`src/rtl/uart_pkg.sv`:
```
// Shared types and constants for the UART transmit arbiter and related blocks.
package uart_pkg;

  localparam int unsigned UART_BYTE_W = 8;

  typedef enum logic {
    IDLE   = 1'b0,
    LOCKED = 1'b1
  } arb_state_e;

  // An unlimited burst (0) still gets a one-bit counter so the register never collapses.
  function automatic int unsigned burst_cnt_w(input int unsigned max_burst);
    return (max_burst == 0) ? 1 : $clog2(max_burst + 1);
  endfunction

endpackage

```
`src/rtl/uart_rr_pick.sv`:
```
// Rotating-priority picker: first set request at or after ptr_i, wrapping modulo N.
module uart_rr_pick
  import uart_pkg::*;
#(
  parameter int unsigned N = 4
) (
  input  logic [N-1:0]         req_i,
  input  logic [$clog2(N)-1:0] ptr_i,
  output logic [N-1:0]         sel_o,
  output logic [$clog2(N)-1:0] idx_o
);

  localparam int unsigned IW = $clog2(N);

  logic          found;
  logic [IW-1:0] cand;

  always_comb begin
    sel_o = '0;
    idx_o = '0;
    found = 1'b0;
    cand  = '0;
    for (int unsigned i = 0; i < N; i++) begin
      cand = IW'((32'(ptr_i) + i) % N);
      if (!found && req_i[cand]) begin
        found       = 1'b1;
        sel_o[cand] = 1'b1;
        idx_o       = cand;
      end
    end
  end

endmodule

```
`src/rtl/uart_tx_arb.sv`:
```
// Round-robin arbiter locking the UART transmit byte stream to one requester
// until its frame ends or the burst limit forces a release.
module uart_tx_arb
  import uart_pkg::*;
#(
  parameter int unsigned N_REQ     = 4,
  parameter int unsigned MAX_BURST = 16
) (
  input  logic                         i_clk,
  input  logic                         i_rst,
  input  logic [UART_BYTE_W*N_REQ-1:0] i_req_data,
  input  logic [N_REQ-1:0]             i_req_valid,
  input  logic [N_REQ-1:0]             i_req_last,
  output logic [N_REQ-1:0]             o_req_ready,
  output logic [UART_BYTE_W-1:0]       o_data,
  output logic                         o_valid,
  input  logic                         i_ready,
  output logic [N_REQ-1:0]             o_grant,
  output logic                         o_busy
);

  localparam int unsigned PW = $clog2(N_REQ);
  localparam int unsigned CW = burst_cnt_w(MAX_BURST);

  arb_state_e     state_q;
  logic [PW-1:0]  ptr_q;
  logic [PW-1:0]  ptr_d;
  logic [PW-1:0]  gidx_q;
  logic [N_REQ-1:0] grant_q;
  logic [CW-1:0]  cnt_q;
  logic           busy_q;

  logic [N_REQ-1:0] pick_sel;
  logic [PW-1:0]    pick_idx;
  logic             xfer;
  logic             burst_hit;
  logic             release_now;

  uart_rr_pick #(.N(N_REQ)) u_pick (
    .req_i (i_req_valid),
    .ptr_i (ptr_q),
    .sel_o (pick_sel),
    .idx_o (pick_idx)
  );

  always_comb begin
    o_data      = '0;
    o_valid     = 1'b0;
    o_req_ready = '0;
    if (state_q == LOCKED) begin
      o_valid             = i_req_valid[gidx_q];
      o_req_ready[gidx_q] = i_ready;
      for (int unsigned k = 0; k < N_REQ; k++) begin
        if (gidx_q == PW'(k)) begin
          o_data = i_req_data[k*UART_BYTE_W +: UART_BYTE_W];
        end
      end
    end
  end

  assign xfer        = o_valid & i_ready;
  // Count is pre-increment here, so MAX_BURST-1 marks the MAX_BURST-th transfer.
  assign burst_hit   = (MAX_BURST != 0) && (cnt_q == CW'(MAX_BURST - 1));
  assign release_now = xfer & (i_req_last[gidx_q] | burst_hit);
  assign ptr_d       = (gidx_q == PW'(N_REQ - 1)) ? '0 : gidx_q + PW'(1);

  always_ff @(posedge i_clk) begin
    if (i_rst) begin
      state_q <= IDLE;
      ptr_q   <= '0;
      gidx_q  <= '0;
      grant_q <= '0;
      cnt_q   <= '0;
      busy_q  <= 1'b0;
    end else begin
      case (state_q)
        IDLE: begin
          if (|i_req_valid) begin
            state_q <= LOCKED;
            grant_q <= pick_sel;
            gidx_q  <= pick_idx;
            cnt_q   <= '0;
            busy_q  <= 1'b1;
          end
        end
        LOCKED: begin
          if (release_now) begin
            state_q <= IDLE;
            ptr_q   <= ptr_d;
            grant_q <= '0;
            cnt_q   <= '0;
            busy_q  <= 1'b0;
          end else if (xfer) begin
            cnt_q <= cnt_q + CW'(1);
          end
        end
        default: state_q <= IDLE;
      endcase
    end
  end

  assign o_grant = grant_q;
  assign o_busy  = busy_q;

endmodule
```
`config.mk`:
```
export PLATFORM = sky130hd
export DESIGN_NAME = uart_tx_arb
export DESIGN_NICKNAME = d
export VERILOG_FILES = /design/src/rtl/uart_pkg.sv /design/src/rtl/uart_rr_pick.sv /design/src/rtl/uart_tx_arb.sv
export SDC_FILE = /design/constraint.sdc
export NUM_CORES = 1
export LEC_CHECK = 0
export CORE_UTILIZATION = 48
export CTS_BUF_LIST = sky130_fd_sc_hd__clkbuf_8
export DETAILED_ROUTE_END_ITERATION = 6
export PLACE_DENSITY = 0.88
export SYNTH_ARGS = -nofsm -noshare
export SYNTH_HDL_FRONTEND = slang
export SYNTH_SLANG_ARGS = --single-unit
```
`constraint.sdc`:
```
create_clock -name i_clk -period 4 [get_ports i_clk]
set_input_delay 1.2 -clock i_clk [delete_from_list [all_inputs] [get_ports i_clk]]
set_output_delay 1.2 -clock i_clk [all_outputs]
set_load 0.02 [all_outputs]
```
# Word-level counts from Yosys, hierarchy flattened
# Cells that the tools add are included.
[totals] regBits=15
[op_classes] n_addsub=5 order_cmp=10 n_eq_ne=7 mux=54 bitwise=8 n_reduce_logical=17
[op_table] operator="8-bit two-way mux" n=5
[op_table] operator="4-bit two-way mux" n=7
[op_table] operator="1-bit two-way mux" n=19
[op_table] operator="2-bit by 3-bit < comparator with 1-bit output, second input constant" n=5
[op_table] operator="5-bit two-way mux" n=3
[op_table] operator="1-bit binary-select mux with 2-bit select" n=6
[op_table] operator="4-bit bitwise OR" n=3
[op_table] operator="1-bit demux with 2-bit select" n=5
[op_table] operator="2-bit by 1-bit >= comparator with 1-bit output, second input constant" n=5
[op_table] operator="2-bit two-way mux" n=5
[op_table] operator="5-bit case mux with 2 select lines" n=1
[op_table] operator="1-bit logical AND" n=8
[op_table] operator="4-bit case mux with 2 select lines" n=1
[op_table] operator="2-bit AND reduction" n=4
[op_table] operator="5-bit by 1-bit adder with 5-bit output, second input constant" n=1
[op_table] operator="5-bit by 4-bit equality test with 1-bit output, second input constant" n=1
[op_table] operator="2-bit by 1-bit adder with 2-bit output, second input constant" n=2
[op_table] operator="2-bit adder, second input constant" n=2
[op_table] operator="4-bit AND" n=1
[op_table] operator="2-bit equality test, second input constant" n=2
[op_table] operator="1-bit case mux with 2 select lines" n=2
[op_table] operator="4-bit OR reduction" n=1
[op_table] operator="1-bit logical NOT" n=3
[op_table] operator="3-bit by 1-bit != test with 1-bit output, second input constant" n=1
[op_table] operator="7 further kinds" n=8

# Longest topological paths before layout
[logic_depth] ltp_word=14 depth_mapped=8 depth_no_buf=7

# Cells and area by module
# From an unflattened synthesis, not the netlist that was laid out.
[unflattened] cells_unflattened=199 hier_area_um2=1609.0
[by_module_without_submodules] mod="uart_tx_arb" instances=1 cells_per_inst=134 area_per_inst_um2=1119.8
[by_module_without_submodules] mod="uart_rr_pick" instances=1 cells_per_inst=65 area_per_inst_um2=489.2

# Worst setup path after synthesis
# Ideal clock, no wire load.
[synth_path] path_type="input port to output port" start="input port i_req_valid[2]" end="output port o_valid" arrival_ps=1913 t_required_ps=2800 slack_ps=887 cell_stages=2 n_path_buf=0 cell_sequence="mux4_1 > and2_1"
[synth_between] elab_chain_cells=3
[synth_rtl] item="from (decl)" line_no="uart_tx_arb.sv:12" rtl="input logic [N_REQ-1:0] i_req_valid,"
[synth_rtl] item="1-bit binary-select mux with 2-bit select" line_no="uart_tx_arb.sv:51" rtl="o_valid = i_req_valid[gidx_q];"
[synth_rtl] item="1-bit two-way mux (implied by the code)" line_no="uart_tx_arb.sv:51"
[synth_rtl] item="1-bit two-way mux" line_no="uart_tx_arb.sv:50" rtl="if (state_q == LOCKED) begin"
[synth_rtl] item="to (decl)" line_no="uart_tx_arb.sv:16" rtl="output logic o_valid,"
# No other way between the ends. The select of a mux whose other input is x is not followed.

# Final worst setup path
[layout_path] start="input port i_req_valid[1]" end="output port o_valid"
# The elaborated chain is that of the path after synthesis.

==> flow_summary.yaml <==
synth:
  syn_inst: 188
  syn_avg_cell_area_sq_um: 8.093
  synth_area_leader_cell: "dfxtp_1"
  seq_area_frac_synth: 0.1974
  yosys.cell_types.count: 36
  netlist_area_sq_mm: 0.001521
  yosysWarningCount: 0
  yosysTopAreaCellShare: 0.1974
  synth_fp_nets: 244
  synth-seq-cells: 15
  yosys-top-cells-area: "dfxtp_1 (20%), ha_1 (11%), a21oi_1 (8.6%)"
worst_setup_path:
  cp-start-kind: "primary input"
  critPathBufInv: 2
  reg2reg_depth: 7
  path_class: "in -> out"
  crit_fanout: 2
  crit_family: "buffers and inverters"
  critical_path.max_stage_delay_ns: 0.51
  path_cells: "clkdlybuf4s50_1, mux4_1, and2_1, dlygate4sd2_1"
  r2r_end: "gidx_q[1]$_SDFFE_PP0P_"
  ff2ff_setup_slack_ns: 1.32
  critical_path.endpoint_type: "primary output"
  crit_arrival_ns: 2.62
  worst_ep_required_time_ns: 2.80
  cpMaxStageDelayCell: "mux4_1"
  r2r-start: "ptr_q[0]$_SDFFE_PP0P_"
power:
  net-switching-power_mw: 0.1753
  finalPower_mw: 0.5268
  cellPowerDensity_mw_per_mm2: 241.7
  p_seq_frac: 0.332
  power.share.switching: 0.3328
  combPwrFrac: 0.448
  p_int_mw: 0.3515
  clock_power_share: 0.221
  leakage_nw: 0.8803
  vdd_drop_max_mv: 0.1815
grt:
  globalRouteTotalUtil: 0.2185
  gr-total-overflow: 0
  grt_pass1_vias: 1417
  grt_max_degree: 19
  grt_pass1_wl_um: 5954
  antenna_found_initial: 0
sta:
  finalHoldViolCount: 0
  drv_slew: 0
  setup_viol: 0
  setup_tns_ns: 0
  fmax_ghz: 0.2620
  fin_skew_ns: 0.004234
  rsz0062_at_grt: "false"
  period_share: 0.9542
  slew_headroom: 0.3377
  worst_slew_pin_slew_ns: 0.9898
  period_needed_ns: 3.817
routing:
  drtPass1Iterations: 4
  initialDrtViolationCount: 58
  drc: 0
  routed_wl_um: 3832
  ant_nets: 0
  avgViaCountPerCell: 5.406
  wl_per_cell_um: 13.31
  vias: 1557
placed_design:
  place_congestion: 0.7781
  portBuffers: 60
  dp_hpwl_um: 3053
  placedCellCount: 284
  dpl-instance-area_sq_mm: 0.002146
cts:
  cts_setup_buffers: 0
  cts.sinks: 15
  cts_buffers: 3
  cts_htree_levels: 1
  ctsLongestPathBuffers: 2
  cts-resized-gates: 9
  cts_root_buf: "clkbuf_8"
  cts_tree: "yes"
  clk_latency_ns: 0.24
  clk_pin_slew_worst_paths_ns: 0.06
  cts_hold_buffers: 0
layout:
  final_cell_mix: "clkdlybuf4s50_1 (51), a21oi_1 (26), nand2_1 (24)"
  fill_cells: 239
  syn_to_final_growth_pct: 43.26
  stdcell_count: 288
  fin_area_sq_mm: 0.002180
  final_common_cell: "clkdlybuf4s50_1"
  final_nets: 301
  antenna_cells: 0
  multi_input_comb_area_sq_mm: 0.001134
  regArea_sq_um: 300.3
  drive_above_1_share: 0.07377
status:
  outcome: "completed"
flow_run:
  drv_cap: 0
floorplan:
  placement_rows: 20
  die_area_sq_mm: 0.003399
  pin_count: 61
  dieHeight_um: 58.30
  start_util: 0.5025
  fp.dieW_um: 58.30
  fp.coreArea_sq_mm: 0.003028
hold_path:
  hold_start: "cnt_q[4]$_SDFFE_PP0P_"
  holdPathStages: 2
  holdPathEnd: "cnt_q[4]$_SDFFE_PP0P_"
  hp-class: "reg -> reg"
[layout make-up]
cell class / count / share of cell area
Multi-Input combinational cell: 154 / 0.5201
Timing Repair Buffer: 64 / 0.2842
Sequential cell: 15 / 0.1378
Tap cell: 44 / 0.02526
Clock buffer: 3 / 0.01894
Inverter: 7 / 0.01206
Clock inverter: 1 / 0.001722
[power groups by stage]
stage	Clock, mW	Sequential [mW]	Combinational, mW
after floorplan	0	0.178	0.141
after global placement	0	0.178	0.239
after detailed placement	0	0.178	0.244
after CTS	0.120	0.175	0.236
after global routing	0.128	0.177	0.257
final	0.116	0.175	0.236
[through the flow]
| step | hold slack, ns | worst slack, ns | utilization |
|---|---|---|---|
| 3_5_place_dp | 0.4665 | -0.07059 | 0.7087 |
| 2_1_floorplan | 0.4431 | 0.8866 | - |
| 3_3_place_gp | 0.4590 | -0.03027 | 0.7087 |
| 5_1_grt | 0.5171 | 0.05978 | 0.7198 |
| 4_1_cts | 0.4770 | 0.1824 | 0.7198 |
| 6_report | 0.4801 | 0.1831 | 0.7198 |
[per-layer routing]
metal,global-route usage,part of all wire,vias up
li1,-,-,790
met1,0.2538,0.44,716
met2,0.4154,0.48,51
met3,0.06374,0.074,0
met4,0.01020,0,0
met5,0,0,-
[cell usage after synthesis, drive strengths merged]
| cell | instances |
|---|---|
| a211oi | 1 |
| a21oi | 26 |
| a221oi | 1 |
| a22o | 4 |
| a22oi | 1 |
| a311oi | 5 |
| and2 | 10 |
| and2b | 1 |
| and3 | 6 |
| buf | 3 |
| clkbuf | 9 |
| dfxtp | 15 |
| ha | 13 |
| inv | 7 |
| mux2 | 1 |
| mux2i | 9 |
| mux4 | 6 |
| nand2 | 24 |
| nand2b | 1 |
| nand3 | 1 |
| nand3b | 8 |
| nor2 | 12 |
| nor2b | 2 |
| nor4 | 1 |
| o21a | 1 |
| o21ai | 13 |
| o21bai | 1 |
| o221a | 1 |
| or2 | 1 |
| or3 | 2 |
| xor2 | 2 |
[tightest hold or removal path, delay by kind of cell, from the launching register on]
family	cells	cell delay, ns
buffers and inverters	1	0.06
AO/OA/AOI/OAI	1	0.06
flip-flops	1	0.30
[how the worst max path moves through the flow]
| stage | start | endpoint | cells past startpoint |
|---|---|---|---|
| final | i_req_valid[1] | o_valid | 4 |
| after global routing | i_req_data[7] | o_data[7] | 7 |
| after CTS | i_req_valid[1] | o_valid | 4 |
| after detailed placement | i_req_data[1] | o_data[1] | 7 |
| after global placement | i_req_data[6] | o_data[6] | 7 |
| after floorplan | i_req_valid[2] | o_valid | 2 |
[cell families after synthesis]
| family | Yosys count | share of synthesized area |
|---|---|---|
| fa+ha+maj | 13 | 0.1069 |
| compound gates | 54 | 0.2196 |
| buf+inv | 19 | 0.05756 |
| xor+xnor | 2 | 0.01152 |
| flops | 15 | 0.1974 |
| simple gates | 69 | 0.2418 |
| mux | 16 | 0.1653 |
[registers in the layout, summed over array words and instances, names as in the netlist]
register and count:
o_busy 1, ptr_q 2, o_grant 4, cnt_q 5
state_q 1, gidx_q 2
Power figures use the tool's default switching activity.
